--- src/rtl/popcount_pkg.sv ---
// Shared constants and FSM state type for the unary (thermometer) serial transmitter.
package popcount_pkg;

  localparam int unsigned N  = 18;
  localparam int unsigned CW = $clog2(N + 1);

  typedef enum logic {
    IDLE,
    SHIFT
  } state_e;

endpackage

--- src/rtl/therm_encoder.sv ---
// Combinational count-to-thermometer encoder: clamps the count to N and flags saturation.
module therm_encoder #(
  parameter int unsigned N  = 18,
  parameter int unsigned CW = 5
) (
  input  logic [CW-1:0] count,
  output logic [N-1:0]  mask,
  output logic          sat
);

  logic [CW-1:0] clamped;

  always_comb begin
    sat     = 32'(count) > N;
    clamped = sat ? CW'(N) : count;
    mask    = '0;
    for (int unsigned i = 0; i < N; i++) begin
      mask[i] = i < 32'(clamped);
    end
  end

endmodule

--- src/rtl/popcount18_unary_tx.sv ---
// Accepts a ones-count and streams it out as an N-bit unary frame, LSB first, with
// valid/ready handshaking on both sides and a registered parallel thermometer copy.
module popcount18_unary_tx #(
  parameter int unsigned N  = popcount_pkg::N,
  parameter int unsigned CW = popcount_pkg::CW
) (
  input  logic          clk,
  input  logic          rst_n,
  input  logic          in_valid,
  input  logic [CW-1:0] in_count,
  output logic          in_ready,
  output logic          out_valid,
  input  logic          out_ready,
  output logic          out_bit,
  output logic          out_last,
  output logic [N-1:0]  out_therm,
  output logic          out_sat
);

  import popcount_pkg::*;

  state_e        state_q;
  logic [CW-1:0] idx_q;
  logic [N-1:0]  shreg_q;
  logic [N-1:0]  therm_q;
  logic          sat_q;

  logic [N-1:0]  enc_mask;
  logic          enc_sat;
  logic          at_last;

  therm_encoder #(
    .N  (N),
    .CW (CW)
  ) u_therm_encoder (
    .count (in_count),
    .mask  (enc_mask),
    .sat   (enc_sat)
  );

  assign at_last = idx_q == CW'(N - 1);

  always_ff @(posedge clk or negedge rst_n) begin
    if (!rst_n) begin
      state_q <= IDLE;
      idx_q   <= '0;
      shreg_q <= '0;
      therm_q <= '0;
      sat_q   <= 1'b0;
    end else begin
      unique case (state_q)
        IDLE: begin
          if (in_valid) begin
            shreg_q <= enc_mask;
            therm_q <= enc_mask;
            sat_q   <= enc_sat;
            idx_q   <= '0;
            state_q <= SHIFT;
          end
        end
        SHIFT: begin
          if (out_ready) begin
            shreg_q <= shreg_q >> 1;
            // Index parks at N-1 on the final beat; the next accept clears it.
            if (at_last) begin
              state_q <= IDLE;
            end else begin
              idx_q <= idx_q + CW'(1);
            end
          end
        end
        default: state_q <= IDLE;
      endcase
    end
  end

  always_comb begin
    in_ready  = state_q == IDLE;
    out_valid = state_q == SHIFT;
    out_bit   = out_valid & shreg_q[0];
    out_last  = out_valid & at_last;
    out_therm = therm_q;
    out_sat   = sat_q;
  end

endmodule

--- config.mk ---
export PLATFORM = sky130hd
export DESIGN_NAME = popcount18_unary_tx
export DESIGN_NICKNAME = d
export VERILOG_FILES = /design/src/rtl/popcount_pkg.sv /design/src/rtl/therm_encoder.sv /design/src/rtl/popcount18_unary_tx.sv
export SDC_FILE = /design/constraint.sdc
export NUM_CORES = 1
export LEC_CHECK = 0
export CORE_MARGIN = 4
export CORE_UTILIZATION = 53
export DETAILED_ROUTE_END_ITERATION = 6
export PLACE_DENSITY = 0.81
export SYNTH_ARGS = -nofsm -noshare
export SYNTH_HDL_FRONTEND = slang
export SYNTH_SLANG_ARGS = --single-unit
--- constraint.sdc ---
create_clock -name clk -period 1.6 [get_ports clk]
set_clock_uncertainty 0.05 [all_clocks]
set_input_delay 0.32 -clock clk [delete_from_list [all_inputs] [get_ports clk]]
set_output_delay 0.32 -clock clk [all_outputs]
set_load 0.02 [all_outputs]
Word-level counts from Yosys, hierarchy flattened --
Index checks and enable logic that the tools add are counted.
Storage, ports and cells: bits in registers 43, bits of input ports 9, output and inout bits 23, word-level logic and storage cells 47
Operators by class: add/subtract/negate cells 1, $lt $le $gt $ge 19, equality and inequality tests 4, multiplexer cells 12, bitwise operators 3, reduce and logical (&&, ||, !) cells 3
Operators by type and width (count):
- 4-bit by 5-bit < comparator with 1-bit output (first input constant) | 8
- 18-bit two-way mux | 2
- 18-bit case mux with 2 select lines | 1
- 3-bit by 5-bit < comparator with 1-bit output (first input constant) | 4
- 5-bit two-way mux | 4
- 1-bit by 5-bit < comparator with 1-bit output (first input constant) | 2
- 2-bit by 5-bit < comparator with 1-bit output (first input constant) | 2
- 5-bit < comparator (first input constant) | 2
- 5-bit case mux with 2 select lines | 1
- 2-bit != test (second input constant) | 3
- 5-bit by 1-bit adder with 5-bit output (second input constant) | 1
- 5-bit == test (second input constant) | 1
- 5-bit greater-than comparator (second input constant) | 1
- 2-bit AND reduction | 2
- 1-bit two-way mux | 3
- 3-bit AND reduction | 1
- 1-bit AND | 2
- 1-bit case mux with 2 select lines | 1
- 1-bit inverter | 1

Longest topological paths before layout --
depth in word-level cells 5, depth in mapped cells 6, gate-level depth less buffers 4

Modules after synthesis --
From an unflattened synthesis, not the netlist that was laid out.
Unflattened totals: cell total of the unflattened synthesis 186, area, all modules 2082.0 µm²
Modules (own cells, without submodules):
- popcount18_unary_tx | instances 1, cells each 153, area each 1894.3 µm², sequential area each 1076.0 µm²
- therm_encoder | instances 1, cells each 33, area each 187.7 µm², sequential area each 0.0 µm²

Worst setup path before layout --
Ideal clock, no wire load.
kind reg2reg, start point register state_q, in the netlist out_valid, end point register idx_q[0], library setup time 0.125 ns, arrival 1.384 ns, required time 1.425 ns, path slack 0.042 ns, stages on the path, launching flop included 5, buffers on the path 1, period minus slack after synthesis 1.558 ns, path through dfrtp_1 -> buf_4 -> mux2i_4 -> a41oi_2 -> mux2_2
On the way: cells in the longest elaborated chain, start to end 3, elaborated cells between the ends (all ways) 6, those cells by class eq/ne: 3; mux: 1; bitwise: 1; reduce/logical: 1
RTL lines:
- start: declaration | RTL line popcount18_unary_tx.sv:22 | state_e state_q;
- start signal: assignment | RTL line popcount18_unary_tx.sv:45 | state_q <= IDLE;
- start signal: assignment | RTL line popcount18_unary_tx.sv:58 | state_q <= SHIFT;
- start signal: assignment | RTL line popcount18_unary_tx.sv:66 | state_q <= IDLE;
- 1-bit inverter (no line)
- 2-bit != test (no line)
- 3-bit AND reduction (no line)
- end signal: assignment | RTL line popcount18_unary_tx.sv:68 | idx_q <= idx_q + CW'(1);
- end: declaration | RTL line popcount18_unary_tx.sv:23 | logic [CW-1:0] idx_q;
Several ways; a longest one is shown, not always the timed one. A chain may end at the register's enable or synchronous reset.

Worst setup path in the final report --
start point register idx_q[1], end point output out_last
On the way: cells in the longest elaborated chain, start to end 2
RTL lines:
- 5-bit == test | RTL line popcount18_unary_tx.sv:41 | assign at_last = idx_q == CW'(N - 1);
- 1-bit AND | RTL line popcount18_unary_tx.sv:81 | out_last = out_valid & at_last;
- end: declaration | RTL line popcount18_unary_tx.sv:15 | output logic out_last,
Every way passes these cells.

==> results.toml <==
[floorplanning]
die_w_um = 71.2
core_mm2 = 0.00377
core.rowCount = 22
die_area_mm2 = 0.00506
ioPinCount = 32
start_util = 0.561
die-height_um = 71.2

[final_layout]
layout-drive-gt1-share = 0.266
final_common_cell = "buf_4"
n_antenna_cell = 0
num-fill-cells = 261
syn_to_final_growth_pct = 35.9
fin_nets = 301
layout_common_cells = "buf_4 (49), dfrtp_1 (43), nand2_1 (33)"

[route]
drt_iter0_drc = 192
via_count = 1934
ant_nets = 0
vias_per_cell = 5.72
drt_wl_total_mm = 5.40
dr.pass1.iters = 4
post-route-drc-count = 0
wl_per_cell_um = 16.0

[timing]
maxSlewHeadroom = 0.638
fin_crit_ps = 1610
rsz0062_at_grt = "true"
setup-violations-final = 1
fmax_ghz = 0.622
drv_slew = 0
hold_violations = 0
fin_crit_sh = 1.01
worstMarginPinSlew_ps = 543
whs_ps = 38.3
finalWorstSetupSlack_ps = -8.18

[synthesis]
synth_area_leaders = "dfrtp_1 (51%), o21ai_0 (6.4%), nand2_1 (5.9%), mux2i_1 (4.3%), nor2_1 (3.2%)"
synth.distinct_cells = 43
yosysTopAreaCell = "dfrtp_1"
synth_top_area_share = 0.509
ys_ff_latch = 43
ys_warn_count = 0
synthCells = 219
synth_area_mm2 = 0.00211
syn_area_per_cell_um2 = 9.66
synth_nets = 230
ys_seq_area_frac = 0.509

[global_route]
grt_overflow = 0
grt_max_degree = 44
grt_pass1_wl_mm = 8.79
gr-usage-all-layers = 0.221
antenna_found_initial = 0
grt_pass1_vias = 1907

[clock_network]
postCtsHoldBufs = 0
tritoncts = "yes"
clock_path_buffers = 2
clkSinkCount = 43
cts-buffers-inserted = 5
ctsRootBufferMaster = "clkbuf_8"
insertion_delay_ps = 300
clkTransAtPathRegs_ps = 80
cts.htree.levels = 2

[power]
p_seq_frac = 0.414
combinationalPowerShare = 0.430
total_power_mw = 4.52
switchingPower_mw = 1.71
switching_share = 0.379
pwr-share-clk = 0.156
internal_power_mw = 2.80
power.density_mw_per_mm2 = 1570
max-vdd-ir-drop_uv = 1080
power.leakage_nw = 1.42

[placed_design]
place_congestion = 0.819
dp_hpwl_mm = 3.87
port-buffer-count = 31
pre_cts_ws_ps = -308

[critical_path]
cp.arrival_ps = 1240
critical_path_required_ps = 1230
path_class = "reg -> out"
start_kind = "flip-flop"
slowest_delay_ps = 400
crit_buf_inv = 2
slowest_stage = "dfrtp_1"
startpoint = "idx_q[1]"
r2r_start = "out_valid"
worstSetupEndpointType = "output port"
cp_cell_sequence = "inv_2 -> ha_4 -> and4_4 -> buf_6"
path_max_fanout = 2
cpLargestDelayFamily = "flip-flops"

[job]
drv_cap = 0

[outcome]
status = "finished, violations left"
violations = "negative setup slack"

[worst_hold_path]
hold_class = "in -> async"
## per-stage QoR
stage / std cells / setup TNS, ps / instance area, um^2 / utilization
3_3_place_gp: 330 / -6980 / 2780 / 0.736
3_5_place_dp: 330 / -7920 / 2780 / 0.736
6_report: 338 / -8.18 / 2870 / 0.762
5_1_grt: 338 / -66.7 / 2870 / 0.762
2_1_floorplan: 219 / 0 / 2110 / -
4_1_cts: 337 / -51.4 / 2850 / 0.755
## flip-flops by register name, indices dropped and copies added, names as in the netlist
| name | count |
|---|---|
| idx_q | 5 |
| out_sat | 1 |
| out_therm | 18 |
| out_valid | 1 |
| shreg_q | 18 |
## cell type report
type	instances	area [um^2]	area share
Timing Repair Buffer	83	686	0.239
Clock inverter	1	5.00	0.00174
Inverter	4	15.0	0.00522
Tap cell	48	60.1	0.0209
Sequential cell	43	1080	0.374
Multi-Input combinational cell	153	950	0.330
Clock buffer	6	82.6	0.0287
## per-layer routing
layer	routed length (um)	vias up	share of wire	track usage
li1	-	918	-	-
met1	2380	945	0.44	0.286
met2	2650	57	0.49	0.363
met3	255	14	0.047	0.0597
met4	111	0	0.021	0.0647
met5	0	-	0	0
## logic make-up after synthesis
logic type	after synthesis	share of synthesized area
and+or+nand+nor	72	0.153
AOI/OAI and AO/OA	68	0.214
DFF	43	0.509
buffers and inverters	23	0.0544
muxes	11	0.0586
adders and majority gates	2	0.0118
## power by group through the flow
| stage | combinational, mW | clock, mW | sequential (mW) |
|---|---|---|---|
| final | 1.94 | 0.706 | 1.87 |
| after global routing | 2.13 | 0.759 | 1.94 |
| after CTS | 1.91 | 0.714 | 1.86 |
| after detailed placement | 2.07 | 0 | 1.89 |
| after global placement | 2.00 | 0 | 1.85 |
| after floorplan | 0.754 | 0 | 2.13 |
## Yosys cell counts
cell      instances
nand2_1          33
a211oi_1          2
buf_6             1
a311o_1           3
clkbuf_1          4
nand2b_1          2
a22oi_1           2
a41o_1            1
or2_2             2
or3_1             3
o21ai_1           1
o31ai_1           2
ha_1              2
dfrtp_1          43
o311a_1           1
a311oi_1          2
or4_4             1
a21o_1            3
inv_1             3
o32ai_1           1
a31oi_1           5
mux2i_4           1
clkinv_1          1
or4_1             1
buf_4             2
o21ai_0          27
and4_1            1
a32oi_1           1
a41oi_2           1
nor2b_1           3
nor3_1            3
buf_1             1
and2_1            1
buf_2            11
mux2_2            1
mux2i_1           9
nand3_1           4
o21a_1            1
nor2_1           18
a21oi_1           8
a211o_1           4
o32ai_2           1
o22ai_1           2
## worst paths after layout
check | slack, ps | depth (start not counted) | endpoint
max in group asynchronous | 1090 | 2 | out_therm[5]
min in group clk | 420 | 2 | out_therm[1]
setup reg to reg | 70 | 5 | idx_q[3]
setup / recovery | -8 | 4 | out_last
hold / removal | 40 | 2 | out_therm[13]
hold reg to reg | 420 | 2 | out_therm[1]
## what timing repair did
item / 4_1_cts / 5_1_grt
gates resized for setup: 32 / 17
buffers inserted: 0 / 1
endpoints found under the setup margin: 24 / 26
pin swaps: 1 / 0
No activity file was read; power rests on OpenSTA's default activity.
